$ cat src/rtl/lc3_alu_pkg.sv
// lc3_alu_pkg: opcode constants, sequencer state encoding and nzp reset value
package lc3_alu_pkg;
  localparam logic [3:0] OP_ADD = 4'h0;
  localparam logic [3:0] OP_SUB = 4'h2;
  localparam logic [3:0] OP_MUL = 4'h6;
  localparam logic [3:0] OP_DIV = 4'h7;
  localparam logic [3:0] OP_CMP = 4'hA;
  localparam logic [3:0] OP_LD  = 4'hB;
  localparam logic [3:0] OP_ILL = 4'hC;
  localparam logic [2:0] NZP_RST = 3'b010;
  typedef enum logic [1:0] {S_IDLE, S_DECODE, S_EXEC, S_WB} state_t;
endpackage

$ cat src/rtl/lc3_nzp_gen.sv
// lc3_nzp_gen: 16-bit value (val_i) -> {n,z,p} condition flags (nzp_o)
module lc3_nzp_gen (
  input  logic [15:0] val_i,
  output logic [2:0]  nzp_o
);
  assign nzp_o = val_i[15] ? 3'b100 : (val_i == 16'h0000 ? 3'b010 : 3'b001);
endmodule

$ cat src/rtl/lc3_alu_seq_ctrl.sv
// lc3_alu_seq_ctrl: IDLE/DECODE/EXEC/WB sequencer; instr handshake in, rf read ports, alu drive, wb strobe, nzp/done/illegal out
module lc3_alu_seq_ctrl
  import lc3_alu_pkg::*;
#(
  parameter int MULDIV_LAT = 2,
  parameter int RF_AW = 3
) (
  input  logic             clk,
  input  logic             rst,
  input  logic [15:0]      instr,
  input  logic             instr_valid,
  output logic             instr_ready,
  output logic [RF_AW-1:0] rf_addr_a,
  output logic [RF_AW-1:0] rf_addr_b,
  input  logic [15:0]      rf_data_a,
  input  logic [15:0]      rf_data_b,
  output logic [15:0]      alu_opcode,
  output logic [15:0]      alu_rega,
  output logic [15:0]      alu_regb,
  input  logic [15:0]      alu_res,
  output logic             wb_en,
  output logic [RF_AW-1:0] wb_addr,
  output logic [15:0]      wb_data,
  output logic [2:0]       nzp,
  output logic             done,
  output logic             illegal
);
  localparam int CW = MULDIV_LAT > 1 ? $clog2(MULDIV_LAT) : 1;
  state_t state_q, state_d;
  logic [15:0] ir_q, alu_opcode_q, alu_rega_q, alu_regb_q, wb_data_q;
  logic [RF_AW-1:0] wb_addr_q;
  logic [CW-1:0] cnt_q;
  logic [2:0] nzp_q, res_nzp;
  logic wb_en_q, done_q, illegal_q;
  logic [3:0] op;
  logic accept, bad_in, exec_last;
  assign op = ir_q[15:12];
  assign instr_ready = state_q == S_IDLE;
  assign accept = instr_valid & instr_ready;
  assign bad_in = instr[15:12] >= OP_ILL;
  assign exec_last = state_q == S_EXEC && cnt_q == '0;
  assign rf_addr_a = RF_AW'(ir_q[11:9]);
  assign rf_addr_b = RF_AW'(ir_q[2:0]);
  assign alu_opcode = alu_opcode_q;
  assign alu_rega = alu_rega_q;
  assign alu_regb = alu_regb_q;
  assign wb_en = wb_en_q;
  assign wb_addr = wb_addr_q;
  assign wb_data = wb_data_q;
  assign nzp = nzp_q;
  assign done = done_q;
  assign illegal = illegal_q;
  lc3_nzp_gen u_nzp (.val_i(alu_res), .nzp_o(res_nzp));
  always_comb
    state_d = state_q == S_IDLE   ? (accept ? S_DECODE : S_IDLE) :
              state_q == S_DECODE ? (op >= OP_ILL ? S_IDLE : S_EXEC) :
              state_q == S_EXEC   ? (cnt_q == '0 ? S_WB : S_EXEC) : S_IDLE;
  always_ff @(posedge clk or posedge rst) begin
    if (rst) begin
      state_q <= S_IDLE;
      ir_q <= '0;
      cnt_q <= '0;
      alu_opcode_q <= '0;
      alu_rega_q <= '0;
      alu_regb_q <= '0;
      wb_en_q <= 1'b0;
      wb_addr_q <= '0;
      wb_data_q <= '0;
      nzp_q <= NZP_RST;
      done_q <= 1'b0;
      illegal_q <= 1'b0;
    end else begin
      state_q <= state_d;
      illegal_q <= accept && bad_in;
      done_q <= (accept && bad_in) || exec_last;
      wb_en_q <= exec_last && op != OP_CMP;
      if (accept) ir_q <= instr;
      if (state_q == S_DECODE && op < OP_ILL) begin
        alu_opcode_q <= op == OP_CMP ? {OP_SUB, ir_q[11:0]} : ir_q;
        alu_rega_q <= rf_data_a;
        alu_regb_q <= rf_data_b;
        cnt_q <= (op == OP_MUL || op == OP_DIV) ? CW'(MULDIV_LAT - 1) : '0;
      end
      if (state_q == S_EXEC && cnt_q != '0) cnt_q <= cnt_q - 1'b1;
      if (exec_last && op != OP_CMP) begin
        wb_addr_q <= RF_AW'(ir_q[11:9]);
        wb_data_q <= op == OP_LD ? (ir_q[8] ? alu_regb_q : {8'h00, ir_q[7:0]}) : alu_res;
      end
      if (exec_last && op != OP_LD) nzp_q <= res_nzp;
    end
  end
endmodule

$ cat config.mk
export PLATFORM = sky130hd
export DESIGN_NAME = lc3_alu_seq_ctrl
export DESIGN_NICKNAME = d
export VERILOG_FILES = /design/src/rtl/lc3_alu_pkg.sv /design/src/rtl/lc3_nzp_gen.sv /design/src/rtl/lc3_alu_seq_ctrl.sv
export SDC_FILE = /design/constraint.sdc
export NUM_CORES = 1
export LEC_CHECK = 0
export ABC_AREA = 1
export BUFFER_PORTS_ARGS = -buffer_cell sky130_fd_sc_hd__clkbuf_2
export CAP_MARGIN = 25
export CORE_MARGIN = 2
export CORE_UTILIZATION = 53
export CTS_CLUSTER_DIAMETER = 40
export CTS_CLUSTER_SIZE = 20
export DETAILED_ROUTE_END_ITERATION = 16
export GPL_TIMING_DRIVEN = 0
export PLACE_DENSITY = 0.95
export SYNTH_ARGS = -nofsm -noshare
export SYNTH_HDL_FRONTEND = slang
export SYNTH_SLANG_ARGS = --single-unit
$ cat constraint.sdc
create_clock -name clk -period 4.5 [get_ports clk]
set_clock_uncertainty 0.05 [all_clocks]
set_input_delay 0.225 -clock clk [delete_from_list [all_inputs] [get_ports clk]]
set_output_delay 0.225 -clock clk [all_outputs]
set_load 0.05 [all_outputs]
# After elaboration in Yosys (flattened, before gate mapping)
# Cells that the tools add are included.
dict set report op_classes {
  n_addsub 1
  n_reduce_logical 11
  n_lt_le_gt_ge 3
  n_mux 14
  bitwise 2
  eq_ne 8
}
# op n
set op_table {}
lappend op_table {{16-bit 2-to-1 mux} 3}
lappend op_table {{16-bit logical NOT} 1}
lappend op_table {{2-bit 2-to-1 mux} 5}
lappend op_table {{4-bit by 3-bit == test with 1-bit output (second input constant)} 2}
lappend op_table {{4-bit == test (second input constant)} 2}
lappend op_table {{4-bit greater-or-equal comparator (second input constant)} 2}
lappend op_table {{4-bit != test (second input constant)} 2}
lappend op_table {{1-bit logical AND} 6}
lappend op_table {{1-bit 2-to-1 mux} 5}
lappend op_table {{4-bit less-than comparator (second input constant)} 1}
lappend op_table {{3-bit 2-to-1 mux} 1}
lappend op_table {{2-bit by 1-bit == test with 1-bit output (second input constant)} 1}
lappend op_table {{2-bit == test (second input constant)} 1}
lappend op_table {{2-bit logical NOT} 1}
lappend op_table {{1-bit logical OR} 2}
lappend op_table {{2-bit nonzero test} 1}
lappend op_table {{1-bit bitwise AND} 1}
lappend op_table {{1-bit NOT} 1}
lappend op_table {{1-bit subtractor (second input constant)} 1}
dict set report totals {
  input_bits 67
  wordCells 51
  regBits 92
  out_inout_bits 80
}

# Logic depth before layout (Yosys ltp)
dict set report depth {
  depth_word 5
  depth_mapped 8
  ltp_nobuf 7
}

# Modules after synthesis
# Synthesis repeated with hierarchy kept, for this count alone.
dict set report hier_totals {
  cells_unflattened 511
  area_unflattened_um2 4071.4
}
# mod area_per_inst_um2 seq_area_each_um2 cells_each instances
set by_module_without_submodules {}
lappend by_module_without_submodules {lc3_alu_seq_ctrl 4000.1 2303.5 494 1}
lappend by_module_without_submodules {lc3_nzp_gen 71.3 0.0 17 1}

# Worst setup path before layout
# OpenSTA, ideal clock, no wires.
dict set report synth_timing {
  kind {register to register}
  startpoint {register state_q[1]}
  endpoint {register ir_q[10]}
  t_arrival_ns 1.732
  required_time_ns 4.324
  path_stages_with_launch 6
  period_less_slack_ns 1.908
  setup_ns 0.126
  setup_slack_ns 2.592
  n_path_buf 1
  path_cell_list {dfrtp_1 nor2_1 nand2_2 inv_4 buf_6 o21ai_0}
}
dict set report synth_between {
  elab_chain_cells 2
}
# element line
set synth_lines {}
lappend synth_lines {{from (decl)} lc3_alu_seq_ctrl.sv:29} ;# state_t state_q, state_d;
lappend synth_lines {{from (signal assigned)} lc3_alu_seq_ctrl.sv:73} ;# state_q <= state_d;
lappend synth_lines {{2-bit logical NOT} lc3_alu_seq_ctrl.sv:38} ;# assign instr_ready = state_q == S_IDLE;
lappend synth_lines {{via instr_ready} lc3_alu_seq_ctrl.sv:12} ;# output logic instr_ready,
lappend synth_lines {{1-bit bitwise AND} lc3_alu_seq_ctrl.sv:39} ;# assign accept = instr_valid & instr_ready;
lappend synth_lines {{to (signal assigned)} lc3_alu_seq_ctrl.sv:77} ;# if (accept) ir_q <= instr;
lappend synth_lines {{to (decl)} lc3_alu_seq_ctrl.sv:30} ;# logic [15:0] ir_q, alu_opcode_q, alu_rega_q, alu_regb_q, wb_data_q;
# The timed path passes the listed nets, and every way through them passes these cells.
# A chain may end at the register's enable or synchronous reset.

# Final worst setup path
dict set report layout_timing {
  startpoint {register state_q[1]}
  endpoint {output instr_ready}
}
dict set report layout_between {
  elab_chain_cells 1
}
# element line
set layout_lines {}
lappend layout_lines {{2-bit logical NOT} lc3_alu_seq_ctrl.sv:38}
lappend layout_lines {{to (decl)} lc3_alu_seq_ctrl.sv:12}
# Every way passes these cells.

==> qor.csv <==
metric,value,unit
die footprint,8200,sq um
port buffer count,146,
count of cell types in the netlist,19,
site row count,31,
simple-gate share of the synthesized area,29.9,%
initial DRC count,188,
largest net degree at the start of global routing,56,
crit-path max cell delay,0.46,ns
antenna violations before repair,0,
final setup TNS,0,ns
CP Cell Sequence,nor2_1 -> clkbuf_2,
xor/xnor cell area share of the yosys netlist,0,%
area growth from synthesis to layout,27.5,%
CTS root buf,clkbuf_8,
most frequent cells in the layout,"271 x nand2_1, 146 x clkbuf_2, 91 x dfrtp_1",
Synth Register Bits,92,
CTS tree,done,
Longest Clk Path Bufs,2,
Layout Cells excl Fill,750,
CP required,4.22,ns
CP max-delay cell,dfrtp_1,
Post-CTS Setup Repair Bufs,0,
Post-Syn Area per Cell,8.15,sq um
DR WL/cell,13.8,um
CP max FO,5,
fillers,598,
Antenna diodes,0,
"CP delay by family, top",flip-flops,
CTS H-Tree Depth,3,
post-layout min period,1.59,ns
Vias,3704,
largest family of logic cells by synthesized area,simple AND/OR/NAND/NOR gates,
initial core utilization,54.7,%
worst r2r src,ir_q[14],
CTS Sinks,92,
via count of the first global-routing pass,3661,
worst setup margin,2.91,ns
DRT antenna net count,0,
I/O pins,147,
total CTS buffers,9,
first-pass GRT wire length,17100,um
Critical path origin,state_q[1],
"most common cell after layout, fill and taps aside",nand2_1,
Relative slew margins,67.1,%
Core ar.,7250,sq um
DP Worst Slack,3.00,ns
DRT Pass-1 Iters,5,
DIE WIDTH,90.5,um
routed wire length,10300,um
hpwl dp,7770,um
GPL Wtd Cong,0.882,
cell accounting for the most synthesized area,dfrtp_1,
grt ovf,0,
Area contributors post-synth,"dfrtp_1 57%, nand2_1 26%, o21ai_0 2.5%",
Synth Area in Adders,0,%
complex-gate fraction of the synthesized area,4.92,%
status,"finished, final reports clean",
Yosys Warn Count,0,
share of cells above drive strength 1,31.0,%
Residual DRC,0,
Mapped Area,3970,sq um
total global-route track usage,25.9,%
final setup vio count,0,
Critical Path AT,1.32,ns
CP Capture Type,output port,
startpoint type of the worst setup path,flip-flop,
Nets,713,
max capacitance violation total,0,
worst slew pin tran,0.493,ns
DR vias/cell,4.94,
placed insts,733,
hold_sp,instr[11],
Fmax,627,MHz
Critical path buffers and inverters,1,
clock latency on the worst-skew pair,0.35,ns
"Seq/Total Area, Yosys",58.0,%
count of pins over their slew limit,0,
syn_nets,554,
post-synthesis mux area share,0,%
unrepaired setup endpoints after global routing,no,
kind of critical path,reg2out,
cell count after synthesis,487,
"CTS clk-pin slew, worst paths",0.10,ns
Final Hold Vio Count,0,
Hold Path Class,in2reg,
chip height,90.5,um
"Period Utilization, post-route",35.4,%
share of the synthesized area in the top cell type,57.4,%
[final timing paths]
path	to	slack, ns	cells past startpoint
max	instr_ready	2.91	2
min	ir_q[11]	0.02	3
max reg2reg	alu_regb[10]	3.00	7
min reg2reg	alu_opcode[14]	0.43	2
max in group asynchronous	wb_addr[1]	3.37	4
min in group asynchronous	alu_regb[11]	0.40	3
[registers in the layout, summed over array words and instances, names as in the netlist]
register,cells
alu_opcode,16
alu_rega,16
alu_regb,16
cnt_q,1
done,1
illegal,1
ir_q,16
nzp,3
state_q,2
wb_addr,3
wb_data,16
wb_en,1
[metal layers]
metal  GRT usage, %  part of all wire, %
met1           33.8                   43
met5              0                    0
met2           45.0                   49
met4           7.31                  1.0
met3           4.17                  6.9
[synthesized netlist by cell type (all sizes together)]
cell type / count
nand2: 275
dfrtp: 91
o21ai: 39
inv: 30
dfstp: 1
buf: 25
nand3b: 1
nand3: 6
nor2: 19
[worst register-to-register path: cells and delay by family, from the launching register on]
family / cells / cell delay (ns)
AND/OR/NAND/NOR: 5 / 0.54
buffers and inverters: 2 / 0.33
flip-flops: 1 / 0.46
[final cells by class]
cell class / instances / area [sq um] / share of cell area, %
flip-flops and latches: 92 / 2300 / 45.5
plain buffers: 25 / 166 / 3.29
multi-input cells: 340 / 1380 / 27.3
repair buffers: 148 / 768 / 15.2
clock inverters: 6 / 68.8 / 1.36
well taps: 99 / 124 / 2.45
inverters: 30 / 120 / 2.37
clock buffers: 10 / 128 / 2.52
[cells by family after synthesis]
kind of cell / Yosys count
and+or+nand+nor: 301
DFF: 92
AOI/OAI and AO/OA: 39
buffers and inverters: 55
[per-stage QoR]
stage	utilization, %	cell area [sq um]	hold WS [ns]
after floorplan	-	3970	0.285
after global placement	66.5	4820	0.375
after detailed placement	66.9	4850	0.232
final	69.8	5060	0.0242
after global routing	69.8	5060	0.0168
after CTS	69.8	5060	0.0136
[timing repair]
action | CTS | global route
gates resized for setup | 0 | 0
hold endpoints to repair | 36 | 0
hold buffers | 1 | 0
Power is left out: the tool's default activity adds up to more than one toggle a clock period on the data nets, which glitch-free logic cannot reach.
